--- src/rtl/bcd_grant_arbiter.sv ---
// Round-robin arbiter for 10 requesters sharing a 4-to-10 decoder; grants as BCD code plus one-hot.
// Optional BCD_ARB_FIXED_PRIO_EN: replace round-robin search with fixed lowest-index priority.
module bcd_grant_arbiter #(
  parameter int unsigned HOLD_MAX = 15,
  parameter int unsigned CNT_W    = 8
) (
  input  logic       clk,
  input  logic       rst,
  input  logic [9:0] req,
  input  logic       done,
  output logic [3:0] gnt_code,
  output logic       gnt_valid,
  output logic [9:0] gnt_onehot,
  output logic       timeout
);

  typedef enum logic {IDLE, GRANT} state_t;

  state_t           state;
  logic [CNT_W-1:0] hold_cnt;
  logic [3:0]       winner;
  logic             owner_req;
  logic             at_limit;

`ifdef BCD_ARB_FIXED_PRIO_EN
  // Lowest active index wins; scanning downward lets the lowest overwrite.
  always_comb begin
    winner = '0;
    for (int i = 9; i >= 0; i--) begin
      if (req[4'(i)]) winner = 4'(i);
    end
  end
`else
  logic [3:0] last;
  logic [3:0] idx;
  logic       found;

  // Search from last+1 with decimal wrap, so the previous owner is considered last.
  always_comb begin
    winner = '0;
    found  = 1'b0;
    idx    = '0;
    for (int i = 1; i <= 10; i++) begin
      idx = 4'((int'(last) + i) % 10);
      if (!found && req[idx]) begin
        winner = idx;
        found  = 1'b1;
      end
    end
  end
`endif

  assign owner_req = req[gnt_code];
  assign at_limit  = (hold_cnt == CNT_W'(HOLD_MAX));

  always_ff @(posedge clk) begin
    if (rst) begin
      state      <= IDLE;
      gnt_code   <= '0;
      gnt_valid  <= 1'b0;
      gnt_onehot <= '0;
      timeout    <= 1'b0;
      hold_cnt   <= '0;
`ifndef BCD_ARB_FIXED_PRIO_EN
      last       <= 4'd9;
`endif
    end else begin
      timeout <= 1'b0;
      case (state)
        IDLE: begin
          if (|req) begin
            gnt_code   <= winner;
            gnt_onehot <= 10'b1 << winner;
            gnt_valid  <= 1'b1;
            hold_cnt   <= CNT_W'(1);
            state      <= GRANT;
          end else begin
            gnt_valid  <= 1'b0;
            gnt_onehot <= '0;
          end
        end
        GRANT: begin
          if (done || !owner_req || at_limit) begin
            gnt_valid  <= 1'b0;
            gnt_onehot <= '0;
            // Timeout only when the hold limit alone forced the release.
            timeout    <= !done && owner_req;
`ifndef BCD_ARB_FIXED_PRIO_EN
            last       <= gnt_code;
`endif
            state      <= IDLE;
          end else begin
            hold_cnt <= hold_cnt + CNT_W'(1);
          end
        end
      endcase
    end
  end

endmodule

--- config.mk ---
export PLATFORM = sky130hd
export DESIGN_NAME = bcd_grant_arbiter
export DESIGN_NICKNAME = d
export VERILOG_FILES = /design/src/rtl/bcd_grant_arbiter.sv
export SDC_FILE = /design/constraint.sdc
export NUM_CORES = 1
export LEC_CHECK = 0
export CAP_MARGIN = 15
export CELL_PAD_IN_SITES_DETAIL_PLACEMENT = 1
export CELL_PAD_IN_SITES_GLOBAL_PLACEMENT = 1
export CORE_UTILIZATION = 38
export CTS_CLUSTER_SIZE = 20
export DETAILED_ROUTE_END_ITERATION = 8
export DONT_BUFFER_PORTS = 1
export PLACE_DENSITY_LB_ADDON = 0.1
export RECOVER_POWER = 25
export SLEW_MARGIN = 15
export SYNTH_ARGS = -nofsm -noshare
export SYNTH_HDL_FRONTEND = slang
export SYNTH_SLANG_ARGS = --single-unit
--- constraint.sdc ---
create_clock -name clk -period 5.3 [get_ports clk]
set_input_delay 1.325 -clock clk [delete_from_list [all_inputs] [get_ports clk]]
set_output_delay 1.325 -clock clk [all_outputs]
set_load 0.03 [all_outputs]
Word-level counts from Yosys, hierarchy flattened
Cells that the tools add are included.

Register bits: 29. Input port bits: 13. Output and inout bits: 16. Logic and storage cells: 126.

Add/subtract/negate cells: 11. Div/mod/pow operators: 10. $lt $le $gt $ge: 11. Equal/unequal tests: 4. Shift operators: 1. Muxes and demuxes: 52. Bitwise logic cells: 2. Reductions and logical operators: 28.

Operators with widths (count): modulo 32 x 5 -> 32 bit, second input constant (10); < comparator 4 x 5 -> 1 bit, second input constant (11); binary-select mux 1 bit (select 4 bit) (11); 2-to-1 mux 4 bit (10); 2-to-1 mux 1 bit (23); adder 4 x 3 -> 5 bit, second input constant (4); 2-to-1 mux 10 bit (2); case mux 10 bit (2 select lines) (1); 2-to-1 mux 8 bit (2); case mux 8 bit (2 select lines) (1); adder 4 x 4 -> 5 bit, second input constant (3); logical NOT 1 bit (11); adder 4 x 2 -> 5 bit, second input constant (2); logical AND 1 bit (10); OR reduction 10 bit (1); left shift 1 x 4 -> 10 bit, first input constant (1); adder 8 x 1 -> 8 bit, second input constant (1); equality test 8 x 4 -> 1 bit, second input constant (1); AND reduction 2 bit (3); adder 4 x 1 -> 5 bit, second input constant (1); != test 2 bit, second input constant (2); case mux 1 bit (2 select lines) (2); OR reduction 3 bit (1); logical OR 1 bit (2); 2 further kinds (3).

Logic depth before layout (Yosys ltp)
Depth in word-level cells: 35. Depth in mapped cells: 23. Mapped depth without buffers: 18.

Worst setup path after synthesis
Ideal clock, no wire load.

Kind: register -> register. From: register last[1]. To: register gnt_onehot[8]. Setup time: 0.116 ns. Arrival: 5.067 ns. Required time: 5.184 ns. Path slack: 0.117 ns. Stages on the path, launching flop included: 22. Buffers on the path: 4. Clock period less this slack: 5.183 ns. Cells stage by stage: dfxtp_1 > inv_1 > clkbuf_1 > ha_1 > buf_2 > inv_1 > clkbuf_1 > ha_1 > inv_1 > ha_1 > nand2b_1 > a211o_1 > mux2_2 > o31a_1 > a32oi_1 > o22ai_1 > or3_1 > o32ai_2 > a211oi_2 > or2_0 > buf_2 > a41o_1.

Cells in the longest elaborated chain, start to end: 35. Elaborated cells on any way between the ends: 80. Classes of those cells: add/sub (10); div (10); shift (1); mux (41); reduce/logical (18).

Ends and longest elaborated chain: from (decl) (line 34) `logic [3:0] last;`; from (signal assigned) (line 89) `last <= gnt_code;`; adder 4 x 1 -> 5 bit (line 44) `idx = 4'((int'(last) + i) % 10);`; modulo 32 x 5 -> 32 bit (line 44); binary-select mux 1 bit (select 4 bit) (line 45) `if (!found && req[idx]) begin`; 2-to-1 mux 1 bit (not written as such) (line 45); 2-to-1 mux 1 bit (line 45); logical NOT 1 bit (line 45); logical AND 1 bit (line 45); 2-to-1 mux 1 bit (line 45); (+19 left out); logical AND 1 bit (line 45); 2-to-1 mux 1 bit (line 45); logical NOT 1 bit (line 45); logical AND 1 bit (line 45); 2-to-1 mux 4 bit (*) (line 45); left shift 1 x 4 -> 10 bit (*) (line 73) `gnt_onehot <= 10'b1 << winner;`; 2-to-1 mux 10 bit (*) (line 71) `if (|req) begin`; case mux 10 bit (2 select lines) (*) (line 69) `case (state)`; to (signal assigned) (line 73); to (decl) (line 13) `output logic [9:0] gnt_onehot,`.

Mark *: on every way between the ends. The rest lies on a longest branch, timed or not. The select of a mux whose other input is x is not followed. A chain may end at the register's enable or synchronous reset.

Final worst setup path
Same ends and word-level chain as after synthesis.

==> impl_metrics.toml <==
[floorplan]
io_pins = 29
die_h_um = 130
start_util = 0.390
die-width_um = 130
core_area_um2 = 15900
rows = 46
die-area_um2 = 16800

[synthesis]
synthFlopType = "dfxtp_1"
synth-compound-area-share = 0.346
synth_fp_nets = 863
syn_inst = 812
synthAdderAreaFrac = 0.0817
yosysUniqueCellTypes = 110
synth_edf_count = 0
yosys.area_share.simple = 0.259
synthXorXnorAreaFrac = 0.0506
async_flop_share = 0
yosysSeqAreaShare = 0.0936
synth_area_per_cell_um2 = 7.64
ys_ff_latch = 29
synth_mux_area_frac = 0.110
synth_top_family_by_area = "compound AO/OA/AOI/OAI gates"
synthesis.area_um2 = 6200
ys_warn_count = 0

[final_layout]
instances_no_fill = 1033
area_growth_pct = 8.90
fillers = 1979
antenna_cells = 0
num-nets-final = 867
drive_above_1_share = 0.164

[placed_design]
dp_hpwl_um = 20100
pre_cts_ws_ns = -0.0925
dp.cells = 1023
place_congestion = 0.951
portBuffers = 0

[clocking]
root_buffer = "clkbuf_16"
h-tree-depth = 2
clkSlewWorstSetupHoldPaths_ns = 0.06
clock-sinks = 29
cts_buffer_depth = 2
hold_buffers = 0
cts_tree = "built"
numCtsBuffers = 5
clk_latency_ns = 0.29

[timing]
drv_slew = 0
fin_ws_ns = 0.233
setup_viol = 0
worst_pin_slew_ns = 1.10
finalCriticalPeriod_ns = 5.07
setup_tns_ns = 0
clock_skew_ns = 0.00419
finalCritPeriodShare = 0.956
hold_viol_final = 0
relSlewSlack = 0.248
fmax_ghz = 0.197

[global_routing]
grt-ovfl-total = 0
antenna_found_initial = 0
grt_usage = 0.303
grt_pass1_vias = 6718
grt_pass1_wl_um = 39000
grt_max_degree = 36

[critical_path]
path_class = "reg -> reg"
r2r-end = "gnt_onehot[8]"
crit_end = "gnt_onehot[8]"
crit_path_end_kind = "flop"
cp.required_ns = 5.48
critPathMaxFanout = 10
startpoint = "last[1]"
worst_ep_arrival_time_ns = 5.25
critPathLaunchType = "flop"
r2r_cells = 18
ff2ff_setup_slack_ns = 0.23
r2r_start = "last[1]"

[routing]
dr.pass1.iters = 5
vias_per_cell = 6.61
ant_nets = 0
vias = 6832
drc = 0
drt-initial-drc-count = 395
wl_per_cell_um = 24.5
drt_wl_total_um = 25300

[run]
maxCapViolCount = 0

[pwr]
power.density_nw_per_um2 = 563
p_leak_nw = 2.62
peakVddDrop_uv = 197

[min_path]
hold_class = "reg -> reg"

[status]
outcome = "finished clean"
## cells in the mapped netlist (all sizes together), types with 8 or more instances
master / n / area [um^2]
o22ai: 12 / 81.3
a31oi: 13 / 96.3
o31ai: 11 / 82.6
or2: 8 / 50.1
nand3: 19 / 95.1
nand2: 68 / 260
and3: 11 / 73.8
nor2b: 10 / 62.6
nor2: 73 / 289
a21oi: 51 / 278
mux2i: 36 / 364
a311oi: 8 / 70.1
nor4: 8 / 65.1
nand2b: 17 / 106
o21a: 8 / 60.1
a211oi: 19 / 163
dfxtp: 29 / 581
and2: 15 / 97.6
buf: 33 / 226
o211ai: 13 / 97.6
ha: 38 / 475
xnor2: 20 / 201
or3: 11 / 68.8
o21ai: 40 / 211
mux2: 16 / 180
xor2: 12 / 113
a211o: 10 / 87.6
clkbuf: 13 / 48.8
inv: 23 / 86.3
nor3: 30 / 160
## where the power goes
| group | leakage, nW | switching, mW | internal, mW | total [mW] |
|---|---|---|---|---|
| clock | 0.0800 | 0.127 | 0.223 | 0.350 |
| sequential | 0.237 | 0.134 | 0.263 | 0.397 |
| combinational | 2.30 | 1.89 | 1.16 | 3.06 |
## cell families (layout without fill, tap and decap cells)
group / Yosys count / count (layout)
adder cells (fa/ha/maj): 41 / 41
XOR/XNOR: 32 / 32
multiplexers: 58 / 58
buffers and inverters: 70 / 75
flip-flops: 29 / 29
AND/OR/NAND/NOR: 303 / 303
AO/OA/AOI/OAI: 279 / 279
## through the flow
step | power, mW | hold WS [ns] | cell area [um^2] | util
final | 3.80 | 0.510 | 6750 | 0.425
after global routing | 4.05 | 0.542 | 6750 | 0.425
after detailed placement | 3.31 | 0.502 | 6520 | 0.410
after CTS | 3.70 | 0.511 | 6700 | 0.422
after global placement | 3.28 | 0.473 | 6520 | 0.410
after floorplan | 2.46 | 0.458 | 6200 | -
## layout by cell type (no fill, tap or decap), types with 5 or more instances in the layout
cell,instances
a211oi_1,15
nor4_1,7
dfxtp_1,26
or2_2,6
a31oi_1,10
clkbuf_16,5
o21a_1,8
nand2_1,66
mux2i_1,33
nand3b_1,6
nor3b_1,5
mux4_2,6
nor2b_1,10
buf_4,42
o2111ai_1,6
o211ai_1,13
nand2b_1,17
ha_1,37
o21ai_0,36
o31ai_1,11
and3_1,10
a21o_1,5
o22ai_1,10
xnor2_1,18
inv_1,21
and2_1,13
or3_1,10
nor2_1,71
a32oi_1,7
nand4_1,5
a41o_1,5
mux2_2,16
nor3_1,28
nand3_1,19
xor2_1,11
a21oi_1,47
a211o_1,10
a311oi_1,8
## routing by layer
layer	GRT usage	vias to the layer above	routed length, um	share of wire
met5	0	-	0	0
met4	0.118	0	937	0.037
met3	0.0291	51	1050	0.041
met2	0.497	186	11800	0.47
met1	0.410	3434	11500	0.45
li1	-	3161	-	-
## worst max-delay path, cell delays in order, from the launching register on
cell	delay (ns)
dfxtp_2	0.44
inv_1	0.13
ha_1	0.40
ha_1	0.26
a211o_1	0.30
nor2_1	0.22
nor2_1	0.08
xnor2_1	0.14
ha_1	0.22
a31oi_1	0.14
o41ai_1	0.10
a21oi_1	0.32
mux2i_1	0.33
o22ai_1	0.24
or3_1	0.47
o32ai_2	0.38
a211oi_2	0.16
or2_1	0.32
a41o_1	0.28
## worst min-delay path by stage
stage           startpoint     endpoint  cells past startpoint
5_1_grt        hold_cnt[5]  hold_cnt[5]                      2
2_1_floorplan  hold_cnt[7]  hold_cnt[7]                      2
3_5_place_dp   hold_cnt[5]  hold_cnt[5]                      2
6_report       hold_cnt[7]  hold_cnt[7]                      2
4_1_cts        hold_cnt[5]  hold_cnt[5]                      2
3_3_place_gp   hold_cnt[7]  hold_cnt[7]                      2
## repair_timing
action,CTS,global route
endpoints found under the setup margin,10,12
gates cloned,0,0
pin swaps,0,1
gates resized for setup,3,11
buffers inserted,0,2
## registers in the layout (all words and copies together) (netlist names)
signal and flops:
gnt_onehot 10, hold_cnt 8, gnt_code 4, last 4, gnt_valid 1, state 1, timeout 1
## layout make-up
cell class                 count  area [um^2]  share of cell area
clock buffer                   5          125              0.0185
timing repair buffer          43          335              0.0497
sequential                    29          584              0.0865
tap                          216          270              0.0400
clock inverter                 3         46.3             0.00686
inverter                      24         90.1              0.0133
multi-input combinational    713         5300               0.785
No activity file was read; power rests on OpenSTA's default activity.
